**src/rtl/alu_operand_issue_pkg.sv**
```systemverilog
// Shared definitions for the ALU operand-issue stage.
// Holds the ALU operation codes, the operand-source select codes and the
// two-state occupancy encoding of the output register.
package alu_operand_issue_pkg;

  // ALU operation codes carried on func_in / ALU_func.
  localparam logic [3:0] ALU_ADD  = 4'h0;
  localparam logic [3:0] ALU_SUB  = 4'h1;
  localparam logic [3:0] ALU_AND  = 4'h2;
  localparam logic [3:0] ALU_OR   = 4'h3;
  localparam logic [3:0] ALU_XOR  = 4'h4;
  localparam logic [3:0] ALU_SLL  = 4'h5;
  localparam logic [3:0] ALU_SRL  = 4'h6;
  localparam logic [3:0] ALU_SRA  = 4'h7;
  localparam logic [3:0] ALU_SLT  = 4'h8;
  localparam logic [3:0] ALU_SLTU = 4'h9;

  // Operand-1 sources; code 3 is unused and selects zero.
  localparam logic [1:0] OP1_REG  = 2'd0;
  localparam logic [1:0] OP1_PC   = 2'd1;
  localparam logic [1:0] OP1_ZERO = 2'd2;

  // Operand-2 sources; code 3 is unused and selects zero.
  localparam logic [1:0] OP2_REG  = 2'd0;
  localparam logic [1:0] OP2_IMM  = 2'd1;
  localparam logic [1:0] OP2_FOUR = 2'd2;

  // Occupancy of the output register.
  typedef enum logic {
    ST_EMPTY = 1'b0,
    ST_FULL  = 1'b1
  } issue_state_t;

endpackage

```
**src/rtl/alu_operand_issue_forward_mux.sv**
```systemverilog
// forward_mux: resolves one register source against the in-flight results.
// Ports:
//   idx           source register index
//   rf_data       register-file read data for idx
//   ex_*          destination/result of the instruction in EX
//   mem_*         destination/result of the instruction in MEM
//   value         resolved operand value
// Priority: x0 is hardwired zero, then EX (only when EX is not a load,
// since a load's data is not yet available), then MEM, then the register file.
module forward_mux (
  input  logic [4:0]  idx,
  input  logic [31:0] rf_data,
  input  logic [4:0]  ex_rd,
  input  logic        ex_reg_write,
  input  logic        ex_mem_read,
  input  logic [31:0] ex_result,
  input  logic [4:0]  mem_rd,
  input  logic        mem_reg_write,
  input  logic [31:0] mem_result,
  output logic [31:0] value
);

  always_comb begin
    value = rf_data;
    if (idx == 5'd0) begin
      value = 32'h0;
    end else if (ex_reg_write && (ex_rd == idx) && !ex_mem_read) begin
      value = ex_result;
    end else if (mem_reg_write && (mem_rd == idx)) begin
      value = mem_result;
    end
  end

endmodule

```
**src/rtl/alu_operand_issue.sv**
```systemverilog
// alu_operand_issue: operand selection, forwarding and load-use stall in
// front of the ALU, ending in a single ready/valid output register.
// Ports:
//   clk, rst_n                          clock, async active-low reset
//   in_valid / in_ready                 decoded-instruction handshake
//   rs1_addr, rs2_addr, rd_addr         register indices
//   rs1_data, rs2_data, imm, pc         operand sources
//   op1_sel, op2_sel                    operand source selects
//   func_in, reg_write_in, mem_read_in  control carried to the ALU
//   ex_*, mem_*                         forwarding / hazard inputs
//   flush                               drop held and incoming instruction
//   out_valid / out_ready               ALU-side handshake
//   op1, op2, ALU_func, rd_out,
//   reg_write_out, mem_read_out         registered outputs
module alu_operand_issue
  import alu_operand_issue_pkg::*;
(
  input  logic        clk,
  input  logic        rst_n,
  input  logic        in_valid,
  output logic        in_ready,
  input  logic [4:0]  rs1_addr,
  input  logic [4:0]  rs2_addr,
  input  logic [4:0]  rd_addr,
  input  logic [31:0] rs1_data,
  input  logic [31:0] rs2_data,
  input  logic [31:0] imm,
  input  logic [31:0] pc,
  input  logic [1:0]  op1_sel,
  input  logic [1:0]  op2_sel,
  input  logic [3:0]  func_in,
  input  logic        reg_write_in,
  input  logic        mem_read_in,
  input  logic [4:0]  ex_rd,
  input  logic        ex_reg_write,
  input  logic        ex_mem_read,
  input  logic [31:0] ex_result,
  input  logic [4:0]  mem_rd,
  input  logic        mem_reg_write,
  input  logic [31:0] mem_result,
  input  logic        flush,
  output logic        out_valid,
  input  logic        out_ready,
  output logic [31:0] op1,
  output logic [31:0] op2,
  output logic [3:0]  ALU_func,
  output logic [4:0]  rd_out,
  output logic        reg_write_out,
  output logic        mem_read_out
);

  issue_state_t state_reg, state_next;
  logic [31:0]  rs1_fwd, rs2_fwd;
  logic [31:0]  op1_next, op2_next;
  logic         hazard;
  logic         load;

  logic [31:0]  op1_reg, op2_reg;
  logic [3:0]   func_reg;
  logic [4:0]   rd_reg;
  logic         reg_write_reg, mem_read_reg;

  forward_mux u_fwd_rs1 (
    .idx           (rs1_addr),
    .rf_data       (rs1_data),
    .ex_rd         (ex_rd),
    .ex_reg_write  (ex_reg_write),
    .ex_mem_read   (ex_mem_read),
    .ex_result     (ex_result),
    .mem_rd        (mem_rd),
    .mem_reg_write (mem_reg_write),
    .mem_result    (mem_result),
    .value         (rs1_fwd)
  );

  forward_mux u_fwd_rs2 (
    .idx           (rs2_addr),
    .rf_data       (rs2_data),
    .ex_rd         (ex_rd),
    .ex_reg_write  (ex_reg_write),
    .ex_mem_read   (ex_mem_read),
    .ex_result     (ex_result),
    .mem_rd        (mem_rd),
    .mem_reg_write (mem_reg_write),
    .mem_result    (mem_result),
    .value         (rs2_fwd)
  );

  // Load-use stall: only a source that is actually routed to an operand can
  // create a dependency on the load in EX.
  assign hazard = in_valid && ex_mem_read && ex_reg_write && (ex_rd != 5'd0) &&
                  (((op1_sel == OP1_REG) && (ex_rd == rs1_addr)) ||
                   ((op2_sel == OP2_REG) && (ex_rd == rs2_addr)));

  assign out_valid = (state_reg == ST_FULL);
  assign in_ready  = !hazard && (!out_valid || out_ready) && !flush;
  assign load      = in_valid && in_ready;

  always_comb begin
    op1_next = 32'h0;
    case (op1_sel)
      OP1_REG:  op1_next = rs1_fwd;
      OP1_PC:   op1_next = pc;
      default:  op1_next = 32'h0;
    endcase
  end

  always_comb begin
    op2_next = 32'h0;
    case (op2_sel)
      OP2_REG:  op2_next = rs2_fwd;
      OP2_IMM:  op2_next = imm;
      OP2_FOUR: op2_next = 32'd4;
      default:  op2_next = 32'h0;
    endcase
  end

  // Occupancy: load always leaves the stage FULL (covers simultaneous
  // drain + refill); flush wins over everything, and in_ready already
  // blocks a load during flush.
  always_comb begin
    state_next = state_reg;
    case (state_reg)
      ST_EMPTY: if (load) state_next = ST_FULL;
      ST_FULL:  if (out_ready && !load) state_next = ST_EMPTY;
      default:  state_next = ST_EMPTY;
    endcase
    if (flush) state_next = ST_EMPTY;
  end

  always_ff @(posedge clk or negedge rst_n) begin
    if (!rst_n) begin
      state_reg     <= ST_EMPTY;
      op1_reg       <= 32'h0;
      op2_reg       <= 32'h0;
      func_reg      <= ALU_ADD;
      rd_reg        <= 5'd0;
      reg_write_reg <= 1'b0;
      mem_read_reg  <= 1'b0;
    end else begin
      state_reg <= state_next;
      if (load) begin
        op1_reg       <= op1_next;
        op2_reg       <= op2_next;
        func_reg      <= func_in;
        rd_reg        <= rd_addr;
        reg_write_reg <= reg_write_in;
        mem_read_reg  <= mem_read_in;
      end else if (state_next == ST_EMPTY) begin
        // A bubble must never write back or issue a load.
        reg_write_reg <= 1'b0;
        mem_read_reg  <= 1'b0;
      end
    end
  end

  assign op1           = op1_reg;
  assign op2           = op2_reg;
  assign ALU_func      = func_reg;
  assign rd_out        = rd_reg;
  assign reg_write_out = reg_write_reg;
  assign mem_read_out  = mem_read_reg;

endmodule

```
**config.mk**
```make
export PLATFORM = sky130hd
export DESIGN_NAME = alu_operand_issue
export DESIGN_NICKNAME = d
export VERILOG_FILES = /design/src/rtl/alu_operand_issue_pkg.sv /design/src/rtl/alu_operand_issue_forward_mux.sv /design/src/rtl/alu_operand_issue.sv
export SDC_FILE = /design/constraint.sdc
export NUM_CORES = 1
export LEC_CHECK = 0
export CAP_MARGIN = 20
export CORE_MARGIN = 2
export CORE_UTILIZATION = 40
export DETAILED_ROUTE_END_ITERATION = 7
export PLACE_DENSITY_LB_ADDON = 0.05
export REMOVE_ABC_BUFFERS = 1
export SYNTH_ARGS = -nofsm -noshare
export SYNTH_HDL_FRONTEND = slang
export SYNTH_SLANG_ARGS = --single-unit
```
**constraint.sdc**
```tcl
create_clock -name clk -period 3.2 [get_ports clk]
set_clock_uncertainty 0.15 [all_clocks]
set_input_delay 0.64 -clock clk [delete_from_list [all_inputs] [get_ports clk]]
set_output_delay 0.64 -clock clk [all_outputs]
set_load 0.05 [all_outputs]
```
# Word-level counts from Yosys, hierarchy flattened

Index checks and enable logic that the tools add are counted.

Register bits: 76
Bits of input ports: 235
Output and inout port bits: 77
Word-level logic and storage cells: 59

Equality and inequality tests: 8
Mux-type cells: 15
Bitwise logic cells: 1
Reduce and logical (&&, ||, !) cells: 28

Operators with widths:

| kind                 | number |
|---|---|
| $mux W32             | 6 |
| $pmux W32 S3         | 1 |
| $pmux W32 S2         | 1 |
| $eq A5 B5 Y1         | 4 |
| $logic_and A1 B1 Y1  | 16 |
| $logic_not A5 Y1     | 2 |
| $mux W1              | 6 |
| $logic_not A1 Y1     | 5 |
| $reduce_bool A5 Y1   | 1 |
| $eq A2 B1 Y1 const B | 2 |
| $logic_not A2 Y1     | 2 |
| $eq A2 B2 Y1 const B | 1 |
| $logic_or A1 B1 Y1   | 2 |
| $ne A2 B1 Y1 const B | 1 |
| $pmux W1 S2          | 1 |
| $not A1 Y1           | 1 |

# Logic depth before layout (Yosys ltp)

Gate-level depths: netlist of the first run.

Word-level depth: 15
Mapped depth: 9
Mapped depth without buffers: 5

# By module

Synthesis of the first run repeated with hierarchy kept, for this count alone.

Cell total of the unflattened synthesis: 625
Area total of the unflattened synthesis: 6,160.9 sq um

Modules (own cells, without submodules):

| module            | instances | cells each | area an instance (sq um) | sequential area each (sq um) |
|---|---|---|---|---|
| alu_operand_issue | 1         | 273        | 3,618.5                  | 1,901.8 |
| forward_mux       | 2         | 176        | 1,271.2                  | 0.0 |

# Least setup slack after synthesis of the first run

No wires, ideal clock.

Path type: input-to-output
Start: in ex_rd[0]
End: out in_ready
Arrival: 2.702 ns
Data required time: 2.410 ns
Slack: -0.292 ns
Cell stages on the path: 7
Buffers on the path: 2
Path through: or3_1 > o311a_1 > nand4_1 > buf_2 > buf_4 > nand2_1 > a21oi_1

Cells in the longest elaborated chain, start to end: 7
Elaborated cells between the ends (all ways): 11
Classes of those cells: 2 x eq/ne; 9 x reduce/logical

RTL lines:

| item                                          | line                                             | source |
|---|---|---|
| from (decl)                                   | alu_operand_issue.sv:34                          | `input logic [4:0] ex_rd,` |
| $eq A5 B5 Y1, on equally long branches        | alu_operand_issue.sv:92, alu_operand_issue.sv:93 |  |
| $logic_and A1 B1 Y1, on equally long branches | alu_operand_issue.sv:92, alu_operand_issue.sv:93 |  |
| $logic_or A1 B1 Y1                            | alu_operand_issue.sv:92                          | `(((op1_sel == OP1_REG) && (ex_rd == rs1_addr)) \|\|` |
| $logic_and A1 B1 Y1 (*)                       | alu_operand_issue.sv:91                          | `assign hazard = in_valid && ex_mem_read && ex_reg_write && (ex_rd != 5'd0) &&` |
| $logic_not A1 Y1 (*)                          | alu_operand_issue.sv:96                          | `assign in_ready = !hazard && (!out_valid \|\| out_ready) && !flush;` |
| $logic_and A1 B1 Y1 (*) (2 in series)         | alu_operand_issue.sv:96                          |  |
| to (decl)                                     | alu_operand_issue.sv:21                          | `output logic in_ready,` |

Every way passes the cells marked *; elsewhere a longest branch is shown, timed or not.

# Final worst setup path of the first run

Ends and elaborated chain as after synthesis.

==> metrics, run 1 <==
synth top area cells dfrtp_1 33%, a31oi_1 9.4%, and3_1 7.1%; DRC Markers 0; number of placed I/O pins 312; clk slew on worst S/H paths 0.06 ns; Max Used Layer met5; ys async rst share 100%; routed length on met2 12800 um; Initial Utilization 41.0%; hold_buf cts 0; Max Freq 0.318 GHz; Yosys top cell by area dfrtp_1; Die Span X 123 um; register area 0.00190 mm^2; IO Port Bufs 311; pin count of the biggest net entering global routing 77; synthesized flop and latch total 76; final weighted congestion in routability-driven placement 0.916; final WL 26700 um; Final Util 68.3%; Net Sw Frac 37.7%; Tmin final 3.14 ns; sequential share of power 29.2%; Num Clock Sinks 76; Int Power 2570 uW; register area share after synthesis 33.4%; initial antenna violation count 2; part of the power in combinational logic 42.8%; FP Rows 43; type of the most critical hold path in -> async; Critical Path End Type primary output; Final ANT Viol Nets 0; Pleak 0.00387 uW; total track usage 34.3%; synth unique cells 45; metal3 WL 2860 um; core area 0.0139 mm^2; Peak VDD IR 0.265 mV; vias 7461; Chip Height 123 um; cts bufs inserted 9; CTS tree yes; Fin. Hold Viols 0; Crit path largest cell delay 0.44 ns; Root Driver clkbuf_16; final period utilization 98.1%; yosys warns 0; vias in the first global route 7320; clock tree buffer depth 2; grt ovf 0; top cell type's share of synthesized area 33.4%; Post-synth EDFFs 0; post-synthesis cell count 705; Crit path required time 2.41 ns; worst skew pair latency 0.35 ns; cell breakdown of the critical path clkdlybuf4s50_1 > or3_4 > o311a_4 > nand4_1 > nand2_1 > a21oi_2 > buf_6; worst-margin pin slew 0.775 ns; final max-slew violation count 0; Multi-input gate area 0.00344 mm^2; Synth Flop Type dfrtp_1; mean post-synth cell area 8.08 um^2; endpoints failing setup 0; Cell Area, Synth 0.00570 mm^2; layout cells sized above 1 8.16%; clock share of power 28.0%; Power Density 435 mW/mm^2; crit path launch type primary input; Crit Path Max Fanout 5; wl on met1 9900 um; fin area 0.00947 mm^2; Die ar. 0.0152 mm^2; CTS H-tree lvls 3; Vias/cell 6.36; Layout Nets 1224; initial DRC count 1081; fillcell total 1136; Slew headroom 48.3%; worst endpoint data arrival time 2.35 ns; placed inst area 0.00908 mm^2; DRT Pass-1 Iters 7; first-pass GRT wire length 39900 um; Synth-to-Final Area Change 66.3%; Post-DP HPWL 18900 um; max cap viols 0; status completed; drt wl/cell 22.8 um; P_sw 1560 uW; Slowest cell on crit path clkdlybuf4s50_1; critical path class in -> out
[metal layers]
metal	track usage, %	up-vias
li1	-	3246
met5	0	-
met4	16.6	2
met3	5.35	102
met1	43.8	3505
met2	56.6	606
[power by group through the flow]
stage / sequential [uW] / clock (uW) / combinational, uW
3_3_place_gp: 1210 / 0 / 1730
6_report: 1200 / 1160 / 1760
3_5_place_dp: 1210 / 0 / 1750
4_1_cts: 1200 / 1160 / 1750
2_1_floorplan: 1730 / 0 / 353
5_1_grt: 1220 / 1210 / 1840
[final timing paths]
kind	endpoint	cells after the start	slack [ns]	startpoint
min reg2reg	ALU_func[0]	1	0.34	ALU_func[0]
max reg2reg	ALU_func[3]	6	1.25	out_valid
min	ALU_func[0]	1	0.12	rst_n
max	in_ready	7	0.06	ex_rd[0]
min in group clk	ALU_func[0]	1	0.34	ALU_func[0]
max in group asynchronous	op2[21]	2	2.18	rst_n
[worst max-delay path: cells and delay by family]
| kind | cells | cell delay, ns |
|---|---|---|
| AO/OA/AOI/OAI | 2 | 0.51 |
| AND/OR/NAND/NOR | 3 | 0.59 |
| buffers and inverters | 2 | 0.61 |
[cells in the mapped netlist, drive strengths merged (11+ instances only)]
library cell and instances:
inv 12, and3 65, nand2 58, buf 27
o21ai 11, a21oi 58, o311ai 31, xor2 15
a21boi 55, nor2 39, a31oi 86, o31ai 32
dfrtp 76, nand3 35, clkbuf 53
[placed cells by master, fill, tap and decap left out, drive strengths merged, types with 5 or more instances in the layout]
master           n
clkdlybuf4s50  309
a31oi           86
dfrtp           76
and3            65
nand2           58
a21oi           58
a21boi          55
buf             44
nor2            39
nand3           35
o31ai           32
o311ai          31
xor2            15
inv             12
clkbuf          12
o21ai           11
a211oi           9
mux2             9
xnor2            5
[through the flow]
step	instances	worst slack (ns)	power [uW]	setup TNS [ns]	hold WS, ns
floorplan	625	-1.94	2080	-78.30	0.194
global placement	1156	0.0383	2940	0	0.320
detailed placement	1156	-0.00260	2960	-0.00260	0.328
CTS	1171	0.0181	4120	0	0.341
global route	1174	-0.0139	4270	-0.0139	0.157
finish	1174	0.0593	4120	0	0.118
[kinds of logic (layout without fill, tap and decap cells)]
family / after synthesis / in the layout / synth area share (%)
DFF: 76 / 76 / 33.4
buffers and inverters: 92 / 380 / 7.86
and+or+nand+nor: 219 / 219 / 19.7
muxes: 9 / 9 / 1.78
other: 0 / 1 / 0
xor gates and xnor gates: 20 / 20 / 3.07
AOI/OAI and AO/OA: 289 / 289 / 34.2
[area by class of cell]
cell class              instances  area share [%]
diodes                          1          0.0264
clock buffers                  12            2.81
clock inverters                 3           0.726
inverters                      12           0.475
multi-input cells             537            36.3
flip-flops and latches         76            20.1
well taps                     180            2.38
repair buffers                353            37.2
[timing repair]
item	4_1_cts	5_1_grt
cloned	0	0
setup buffers	0	1
endpoints found under the setup margin	1	1
resized for setup	1	3
No activity file was read; power rests on OpenSTA's default activity.
==> inputs of run 2 (changes only) <==
--- a/config.mk
+++ b/config.mk
@@ -11,6 +11,7 @@
 export DETAILED_ROUTE_END_ITERATION = 7
 export PLACE_DENSITY_LB_ADDON = 0.05
 export REMOVE_ABC_BUFFERS = 1
+export SLEW_MARGIN = 25
 export SYNTH_ARGS = -nofsm -noshare
 export SYNTH_HDL_FRONTEND = slang
 export SYNTH_SLANG_ARGS = --single-unit
==> metrics, run 2 (synthesized netlist as in run 1, its figures left out) <==
CTS H-tree lvls 3; fillcell total 1140; status completed; sequential share of power 29.2%; commonest non-fill, non-tap cell in the layout clkdlybuf4s50_1; hold_buf cts 0; worst endpoint data arrival time 2.35 ns; Fin. Hold Viols 0; vias 7506; Synth-to-Final Area Change 66.0%; Int Power 2560 uW; Final Util 68.1%; pin count of the biggest net entering global routing 77; initial antenna violation count 2; Final Non-Filler Cells 1173; worst hold slack 0.194 ns; first-pass GRT wire length 39900 um; Slowest cell on crit path clkdlybuf4s50_1; clk slew on worst S/H paths 0.06 ns; core area 0.0139 mm^2; Die ar. 0.0152 mm^2; Final ANT Viol Nets 0; total track usage 34.3%; Setup TNS 0 ns; Initial Utilization 41.0%; IO Port Bufs 311; drt wl/cell 22.9 um; type of the most critical hold path in -> async; part of the power in combinational logic 42.8%; worst-margin pin slew 0.770 ns; initial DRC count 911; Pleak 0.00386 uW; Slew headroom 48.7%; vias in the first global route 7320; final max-slew violation count 0; Crit path required time 2.41 ns; clock tree buffer depth 2; final weighted congestion in routability-driven placement 0.916; most frequent cells in the layout 309 x clkdlybuf4s50_1, 86 x a31oi_1, 76 x dfrtp_1; Post-DP HPWL 18900 um; max cap viols 0; number of placed I/O pins 312; Crit Path Max Fanout 5; Crit path largest cell delay 0.44 ns; DRC Markers 0; worst skew pair latency 0.34 ns; Root Driver clkbuf_16; final period utilization 98.0%; Power Density 436 mW/mm^2; cell breakdown of the critical path clkdlybuf4s50_1 > or3_4 > o311a_4 > nand4_1 > nand2_1 > a21oi_2 > buf_6; crit path launch type primary input; Net Sw Frac 37.8%; Layout Nets 1223; Num Clock Sinks 76; P_sw 1560 uW; layout cells sized above 1 8.06%; placed insts 1156; Vias/cell 6.40; Peak VDD IR 0.262 mV; Critical Path End Type primary output; register area 0.00190 mm^2; Max Freq 0.319 GHz; endpoints failing setup 0; Die Span X 123 um; total power 4130 uW; CTS tree yes; FP Rows 43; critical path class in -> out; Multi-input gate area 0.00344 mm^2; DRT Pass-1 Iters 6; cts bufs inserted 9; Chip Height 123 um; Tmin final 3.14 ns; final WL 26900 um; grt ovf 0; clock share of power 28.1%
==> run 2: cell count changes in the layout (fill, tap and decap cells not counted), sizes merged <==
cell / delta
buf: -1
==> run 2: layout make-up <==
type | count | area share, %
Clock inverter | 3 | 0.728
Multi-Input combinational cell | 537 | 36.3
Clock buffer | 12 | 2.82
Tap cell | 180 | 2.38
Inverter | 12 | 0.476
Antenna cell | 1 | 0.0265
Timing Repair Buffer | 352 | 37.1
Sequential cell | 76 | 20.1
==> run 2: layer usage <==
layer	part of all wire (%)	track usage, %
met5	0.052	0
met4	4.7	16.6
met3	11	5.35
met2	47	56.6
met1	37	43.8
==> run 2: worst paths after layout <==
kind | start | end | slack [ns] | depth (start not counted)
max in group asynchronous | rst_n | op2[1] | 2.20 | 1
max | ex_rd[0] | in_ready | 0.06 | 7
max reg2reg | out_valid | op2[31] | 1.15 | 6
min in group clk | ALU_func[0] | ALU_func[0] | 0.34 | 1
min reg2reg | ALU_func[0] | ALU_func[0] | 0.34 | 1
min | rst_n | ALU_func[0] | 0.19 | 1
==> run 2: worst max-delay path, delay by kind of cell <==
kind / cells / cell delay [ns]
AND/OR/NAND/NOR: 3 / 0.59
AO/OA/AOI/OAI: 2 / 0.50
buffers and inverters: 2 / 0.61
==> run 2: power by group through the flow <==
| stage | sequential, uW | clock, uW | combinational, uW |
|---|---|---|---|
| 2_1_floorplan | 1730 | 0 | 353 |
| 5_1_grt | 1220 | 1210 | 1840 |
| 3_3_place_gp | 1210 | 0 | 1730 |
| 6_report | 1200 | 1160 | 1760 |
| 4_1_cts | 1200 | 1160 | 1750 |
| 3_5_place_dp | 1210 | 0 | 1750 |
==> run 2: stage by stage <==
stage	cell area [um^2]	worst slack, ns
4_1_cts	9430	0.0181
3_5_place_dp	9080	-0.00260
6_report	9460	0.0641
3_3_place_gp	9080	0.0383
5_1_grt	9460	-0.0139
2_1_floorplan	5290	-1.94
==> run 2: timing repair <==
item,4_1_cts,5_1_grt
setup endpoints to repair,1,1
setup buffers,0,1
hold endpoints to repair,0,0
cloned,0,0
gates resized for setup,1,3
==> inputs of run 3 (changes only) <==
--- a/config.mk
+++ b/config.mk
@@ -11,6 +11,8 @@
 export DETAILED_ROUTE_END_ITERATION = 7
 export PLACE_DENSITY_LB_ADDON = 0.05
 export REMOVE_ABC_BUFFERS = 1
+export SKIP_CTS_REPAIR_TIMING = 1
+export SKIP_LAST_GASP = 1
 export SLEW_MARGIN = 25
 export SYNTH_ARGS = -nofsm -noshare
 export SYNTH_HDL_FRONTEND = slang
==> results of run 3 <==
The final DEF is identical to that of run 2; final timing and power are the same.
Among the figures that moved: via count of the first global-routing pass 7320 -> 7312
